`config.mk`:
```
export PLATFORM = sky130hd
export DESIGN_NAME = imem_port_sequencer_flat
export DESIGN_NICKNAME = d
export VERILOG_FILES = /design/src/rtl/imem_port_sequencer_if.sv /design/src/rtl/imem_port_sequencer.sv /design/src/flat_wrapper.sv
export SDC_FILE = /design/constraint.sdc
export NUM_CORES = 1
export LEC_CHECK = 0
export CAP_MARGIN = 20
export CORE_MARGIN = 2
export CORE_UTILIZATION = 44
export CTS_CLUSTER_DIAMETER = 200
export DETAILED_ROUTE_END_ITERATION = 16
export GPL_TIMING_DRIVEN = 0
export PLACE_DENSITY = 0.82
export SYNTH_ARGS = -nofsm -noshare
export SYNTH_HDL_FRONTEND = slang
export SYNTH_SLANG_ARGS = --single-unit
```
`constraint.sdc`:
```
create_clock -name clk -period 1.8 [get_ports clk]
set_clock_uncertainty 0.05 [all_clocks]
set_input_delay 0.27 -clock clk [delete_from_list [all_inputs] [get_ports clk]]
set_output_delay 0.27 -clock clk [all_outputs]
set_load 0.03 [all_outputs]
```
`src/rtl/imem_port_sequencer_if.sv`:
```
// imem_port_sequencer_if: fetch, loader and memory-cell signals of the instruction memory port sequencer
interface imem_port_sequencer_if #(
  parameter int CELL_W   = 4,
  parameter int CELLS    = 4,
  parameter int MEM_SIZE = 32,
  parameter int ADDR_W   = $clog2(MEM_SIZE)
);
  localparam int WORD_LEN = CELL_W * CELLS;
  logic                f_valid;
  logic [ADDR_W-1:0]   f_addr;
  logic                f_ready;
  logic                f_flush;
  logic                f_rvalid;
  logic [WORD_LEN-1:0] f_rdata;
  logic                l_valid;
  logic [ADDR_W-1:0]   l_addr;
  logic [WORD_LEN-1:0] l_wdata;
  logic                l_ready;
  logic                l_done;
  logic [ADDR_W-1:0]   mem_addr;
  logic                mem_we;
  logic [CELL_W-1:0]   mem_wdata;
  logic [CELL_W-1:0]   mem_rdata;
  modport master (
    output f_valid, f_addr, f_flush, l_valid, l_addr, l_wdata, mem_rdata,
    input  f_ready, f_rvalid, f_rdata, l_ready, l_done, mem_addr, mem_we, mem_wdata
  );
  modport slave (
    input  f_valid, f_addr, f_flush, l_valid, l_addr, l_wdata, mem_rdata,
    output f_ready, f_rvalid, f_rdata, l_ready, l_done, mem_addr, mem_we, mem_wdata
  );
endinterface

```
`src/rtl/imem_port_sequencer.sv`:
```
// imem_port_sequencer: shares one cell-wide instruction memory port between fetch reads and loader writes
module imem_port_sequencer #(
  parameter int CELL_W   = 4,
  parameter int CELLS    = 4,
  parameter int MEM_SIZE = 32,
  parameter int ADDR_W   = $clog2(MEM_SIZE)
) (
  input logic clk,
  input logic rst,
  imem_port_sequencer_if.slave bus
);
  localparam int WORD_LEN = CELL_W * CELLS;
  localparam int BW = CELLS > 1 ? $clog2(CELLS) : 1;
  localparam logic [BW-1:0] LAST = BW'(CELLS - 1);
  localparam logic [1:0] IDLE = 2'd0, READ = 2'd1, WRITE = 2'd2;
  localparam logic FETCH = 1'b0, LOAD = 1'b1;
  logic [1:0]          state;
  logic [BW-1:0]       beat;
  logic                last_grant;
  logic [ADDR_W-1:0]   base;
  logic [WORD_LEN-1:0] wsr, shreg, shreg_d, rdata;
  logic                rvalid, done, idle, f_req, f_rdy, l_rdy, fin;
  always_comb begin
    idle    = rst && state == IDLE;
    f_req   = bus.f_valid && !bus.f_flush;
    f_rdy   = idle && f_req && (!bus.l_valid || last_grant == LOAD);
    l_rdy   = idle && bus.l_valid && (!f_req || last_grant == FETCH);
    fin     = beat == LAST;
    shreg_d = {shreg[WORD_LEN-CELL_W-1:0], bus.mem_rdata};
  end
  assign bus.f_ready   = f_rdy;
  assign bus.l_ready   = l_rdy;
  assign bus.f_rvalid  = rvalid;
  assign bus.f_rdata   = rdata;
  assign bus.l_done    = done;
  assign bus.mem_addr  = state == IDLE ? '0 : base + ADDR_W'(beat);
  assign bus.mem_we    = state == WRITE;
  assign bus.mem_wdata = state == WRITE ? wsr[WORD_LEN-1 -: CELL_W] : '0;
  // wsr shifts left each write beat so the next cell is always the top one
  always_ff @(posedge clk or negedge rst) begin
    if (!rst) begin
      state      <= IDLE;
      beat       <= '0;
      last_grant <= FETCH;
      base       <= '0;
      wsr        <= '0;
      shreg      <= '0;
      rdata      <= '0;
      rvalid     <= 1'b0;
      done       <= 1'b0;
    end else begin
      rvalid <= state == READ && fin && !bus.f_flush;
      done   <= state == WRITE && fin;
      if (f_rdy || l_rdy) begin
        state      <= f_rdy ? READ : WRITE;
        base       <= f_rdy ? bus.f_addr : bus.l_addr;
        wsr        <= bus.l_wdata;
        last_grant <= l_rdy;
        beat       <= '0;
      end else if (state == READ) begin
        shreg <= shreg_d;
        beat  <= fin || bus.f_flush ? '0 : beat + BW'(1);
        if (fin && !bus.f_flush) rdata <= shreg_d;
        if (fin || bus.f_flush) state <= IDLE;
      end else if (state == WRITE) begin
        wsr  <= wsr << CELL_W;
        beat <= fin ? '0 : beat + BW'(1);
        if (fin) state <= IDLE;
      end else if (state != IDLE) begin
        state <= IDLE;
      end
    end
  end
endmodule

```
`src/flat_wrapper.sv`:
```
// flat-port wrapper written by rule: the top's interface ports become plain ports
module imem_port_sequencer_flat 
#(
  parameter int CELL_W   = 4,
  parameter int CELLS    = 4,
  parameter int MEM_SIZE = 32,
  parameter int ADDR_W   = $clog2(MEM_SIZE)
)
  (clk, rst, bus_f_valid, bus_f_addr, bus_f_flush, bus_l_valid, bus_l_addr, bus_l_wdata, bus_mem_rdata, bus_f_ready, bus_f_rvalid, bus_f_rdata, bus_l_ready, bus_l_done, bus_mem_addr, bus_mem_we, bus_mem_wdata);
  imem_port_sequencer_if #(.CELL_W(CELL_W), .CELLS(CELLS), .MEM_SIZE(MEM_SIZE), .ADDR_W(ADDR_W)) bus_i ();
  input logic clk;
  input logic rst;
  input wire logic [$bits(bus_i.f_valid)-1:0] bus_f_valid;
  input wire logic [$bits(bus_i.f_addr)-1:0] bus_f_addr;
  input wire logic [$bits(bus_i.f_flush)-1:0] bus_f_flush;
  input wire logic [$bits(bus_i.l_valid)-1:0] bus_l_valid;
  input wire logic [$bits(bus_i.l_addr)-1:0] bus_l_addr;
  input wire logic [$bits(bus_i.l_wdata)-1:0] bus_l_wdata;
  input wire logic [$bits(bus_i.mem_rdata)-1:0] bus_mem_rdata;
  output wire logic [$bits(bus_i.f_ready)-1:0] bus_f_ready;
  output wire logic [$bits(bus_i.f_rvalid)-1:0] bus_f_rvalid;
  output wire logic [$bits(bus_i.f_rdata)-1:0] bus_f_rdata;
  output wire logic [$bits(bus_i.l_ready)-1:0] bus_l_ready;
  output wire logic [$bits(bus_i.l_done)-1:0] bus_l_done;
  output wire logic [$bits(bus_i.mem_addr)-1:0] bus_mem_addr;
  output wire logic [$bits(bus_i.mem_we)-1:0] bus_mem_we;
  output wire logic [$bits(bus_i.mem_wdata)-1:0] bus_mem_wdata;
  assign bus_i.f_valid = bus_f_valid;
  assign bus_i.f_addr = bus_f_addr;
  assign bus_i.f_flush = bus_f_flush;
  assign bus_i.l_valid = bus_l_valid;
  assign bus_i.l_addr = bus_l_addr;
  assign bus_i.l_wdata = bus_l_wdata;
  assign bus_i.mem_rdata = bus_mem_rdata;
  assign bus_f_ready = bus_i.f_ready;
  assign bus_f_rvalid = bus_i.f_rvalid;
  assign bus_f_rdata = bus_i.f_rdata;
  assign bus_l_ready = bus_i.l_ready;
  assign bus_l_done = bus_i.l_done;
  assign bus_mem_addr = bus_i.mem_addr;
  assign bus_mem_we = bus_i.mem_we;
  assign bus_mem_wdata = bus_i.mem_wdata;
  imem_port_sequencer #(.CELL_W(CELL_W), .CELLS(CELLS), .MEM_SIZE(MEM_SIZE), .ADDR_W(ADDR_W)) u_core (.clk(clk), .rst(rst), .bus(bus_i));
endmodule
```
==> impl_metrics.json <==
{
  "synthMuxAreaShare": 0.1471,
  "tritoncts": "done",
  "final_util": 0.6721,
  "nNetsFinal": 354,
  "synth_adder_area_share": 0.03751,
  "r2r_slack_ns": 0.03,
  "critPathMaxFanout": 2,
  "holdWs_ns": 0.02040,
  "reg2regPathDepth": 7,
  "p_leak_nw": 1.738,
  "syn_avg_cell_area_sq_um": 11.58,
  "irDropWorstVdd_v": 0.0007787,
  "violations": "setup timing",
  "synth_top_family_by_area": "multiplexers",
  "vias_per_cell": 5.170,
  "critical_path_arrival_ns": 1.74,
  "synth_area_leaders": "dfrtp_1 55%, mux2_2 8.0%, mux2_4 5.9%",
  "timing.rr.start": "u_core.state[0]",
  "grt_usage": 0.1959,
  "finalMaxSlewViolations": 0,
  "synth-seq-area-share": 0.5528,
  "dpl_cell_area_sq_mm": 0.003299,
  "min_path_type": "in2async",
  "gr-total-overflow": 0,
  "syn-num-nets": 261,
  "period_share": 1.143,
  "io_pins": 65,
  "gp_congestion": 0.7559,
  "wirelength_um": 6041,
  "core_sq_mm": 0.005540,
  "tightest_slew_ns": 0.9766,
  "antenna_found_initial": 0,
  "initial_core_util": 0.4575,
  "area_delta_synth_final_pct": 46.89,
  "synthCells": 219,
  "synth_warnings": 0,
  "status": "finished, violations left",
  "relSlewSlack": 0.3468,
  "drt.antenna.violating_nets": 0,
  "num_antenna_cells": 0,
  "drc_errors": 0,
  "path_clk_slew_ns": 0.10,
  "synth_simple_gate_area_frac": 0.1234,
  "cts_root_buffer": "clkbuf_8",
  "fmax_mhz": 486.2,
  "maxCapViolCount": 0,
  "finalCriticalPeriod_ns": 2.057,
  "yosysTopAreaCell": "dfrtp_1",
  "grt_setup_unrepaired": "yes",
  "grt_max_degree": 36,
  "drive_gt1_frac": 0.3312,
  "path_class": "reg2out",
  "drt_first_iter_violations": 101,
  "yosysTopAreaCellShare": 0.5528,
  "wl_per_cell_um": 15.77,
  "synth-seq-cells": 56,
  "num_vias": 1980,
  "rows": 27,
  "cts_inserted_buffers": 5,
  "worstSetupStartpointType": "flop",
  "synth_area_sq_mm": 0.002535,
  "hold_viol": 0,
  "p_per_area_mw_per_mm2": 1439,
  "synth_cell_types": 30,
  "synth-xor-area-share": 0.01037,
  "finalWorstSetupSlack_ns": -0.2568,
  "final-setup-viol-count": 5,
  "io_buffers": 64,
  "postLayoutCellArea_sq_mm": 0.003724,
  "fill_cells": 392,
  "dieArea_sq_mm": 0.006384,
  "critPathRequiredTime_ns": 1.48,
  "die_x_um": 79.90,
  "grt_first_pass_wirelength_um": 9439,
  "grt_pass1_vias": 2027,
  "clock-sinks": 56,
  "die_y_um": 79.90,
  "timing.rr.end": "u_core.bus.f_rdata[3]",
  "clk_latency_ns": 0.31,
  "dr.pass1.iters": 5,
  "synth_compound_area_frac": 0.08539,
  "hpwl_um": 3698,
  "critPathCaptureType": "output pin",
  "htree_levels": 2,
  "clock_path_buffers": 2
}
-- how the worst max path moves through the flow --
| stage | from | endpoint | slack [ns] | cells after the start |
|---|---|---|---|---|
| after floorplan | u_core.beat[0] | bus_mem_addr[4] | -0.08 | 5 |
| after global placement | rst | bus_l_ready | -2.49 | 4 |
| after detailed placement | bus_f_valid | bus_f_ready | -0.80 | 4 |
| after CTS | u_core.base[0] | bus_mem_addr[4] | -0.24 | 6 |
| after global routing | u_core.base[0] | bus_mem_addr[4] | -0.31 | 6 |
| final | u_core.base[0] | bus_mem_addr[4] | -0.26 | 6 |
-- timing repair --
action / in CTS / in global routing
pin swaps: 4 / 6
setup endpoints to repair: 59 / 56
cloned: 1 / 0
hold endpoints to repair: 21 / 0
buffers inserted: 17 / 6
hold buffers: 1 / 0
resized for setup: 90 / 39
-- power breakdown --
group / switching, W / internal (W)
Sequential: 0.000313 / 0.00173
Combinational: 0.00128 / 0.00125
Clock: 0.000383 / 0.000400
-- critical path, stage by stage, from the launching register on --
cell and delay, ns:
dfrtp_1 0.40, ha_2 0.20, fa_2 0.36, nand3_2 0.09, xor2_1 0.14, nor2_1 0.07, buf_4 0.16
-- per-stage QoR --
stage | setup TNS, ns | setup slack, ns | cells | power [W]
after detailed placement | -14.49 | -0.7966 | 356 | 0.004144
final | -0.7907 | -0.2568 | 383 | 0.005358
after global routing | -1.569 | -0.3065 | 383 | 0.005702
after global placement | -187.46 | -2.488 | 355 | 0.004053
after CTS | -0.7746 | -0.2442 | 378 | 0.005134
after floorplan | -0.3541 | -0.07812 | 219 | 0.003424
-- cells by family (layout without fill, tap and decap cells) --
group | count (synthesis) | in the layout
simple gates | 68 | 68
buf+inv | 25 | 117
flops | 56 | 56
mux | 30 | 30
fa+ha+maj | 7 | 7
compound gates | 30 | 30
xor+xnor | 3 | 3
-- cell type report --
type	instances	area [sq um]	area share
flip-flops and latches	56	1403	0.3767
multi-input cells	138	1141	0.3065
repair buffers	89	869.6	0.2335
inverters	15	56.30	0.01512
clock buffers	5	68.82	0.01848
well taps	72	90.09	0.02419
plain buffers	7	65.06	0.01747
clock inverters	1	30.03	0.008065
-- state kept, by name, indices dropped and copies added (netlist names) --
name                 count
u_core.bus.l_done        1
u_core.wsr              16
u_core.last_grant        1
u_core.base              5
u_core.beat              2
u_core.state             2
u_core.shreg            12
u_core.bus.f_rdata      16
u_core.bus.f_rvalid      1
-- placed cells by master, fill, tap and decap left out, types with 4 or more instances in the layout --
cell             synthesis  layout
a31oi_1                 12      12
a222oi_1                 5       5
mux2_2                  18      18
nand2_1                 27      26
mux2_4                  10      10
nor2b_1                  5       4
nor2_1                  19      16
o21ai_0                  4       4
buf_4                    0      22
dfrtp_1                 56      55
buf_6                    2      13
clkbuf_8                 0       5
inv_1                   15      13
clkdlybuf4s50_1          0      50
nand3_1                  6       4
-- cells in the mapped netlist --
library cell	count
a21oi_1	4
fa_1	1
nand3_1	6
o21bai_4	1
and2b_1	1
o21bai_1	2
clkbuf_1	7
and2_4	1
mux2i_1	2
mux2_4	10
and2_1	5
inv_1	15
nor2_1	19
a21o_1	1
nand2_2	1
a222oi_1	5
xnor2_1	2
dfrtp_1	56
nand2_1	27
ha_1	6
buf_2	1
a31oi_1	12
xor2_1	1
nor3b_2	1
buf_6	2
nand2b_1	2
o32a_1	1
o21ai_0	4
nor2b_1	5
mux2_2	18
-- metal layers --
layer,track usage,vias up,routed length [um]
met5,0,-,0
li1,-,924,-
met1,0.2269,970,2397
met4,0.05424,0,78
met3,0.03959,11,306
met2,0.3633,75,3258
No activity file was read; power rests on OpenSTA's default activity.
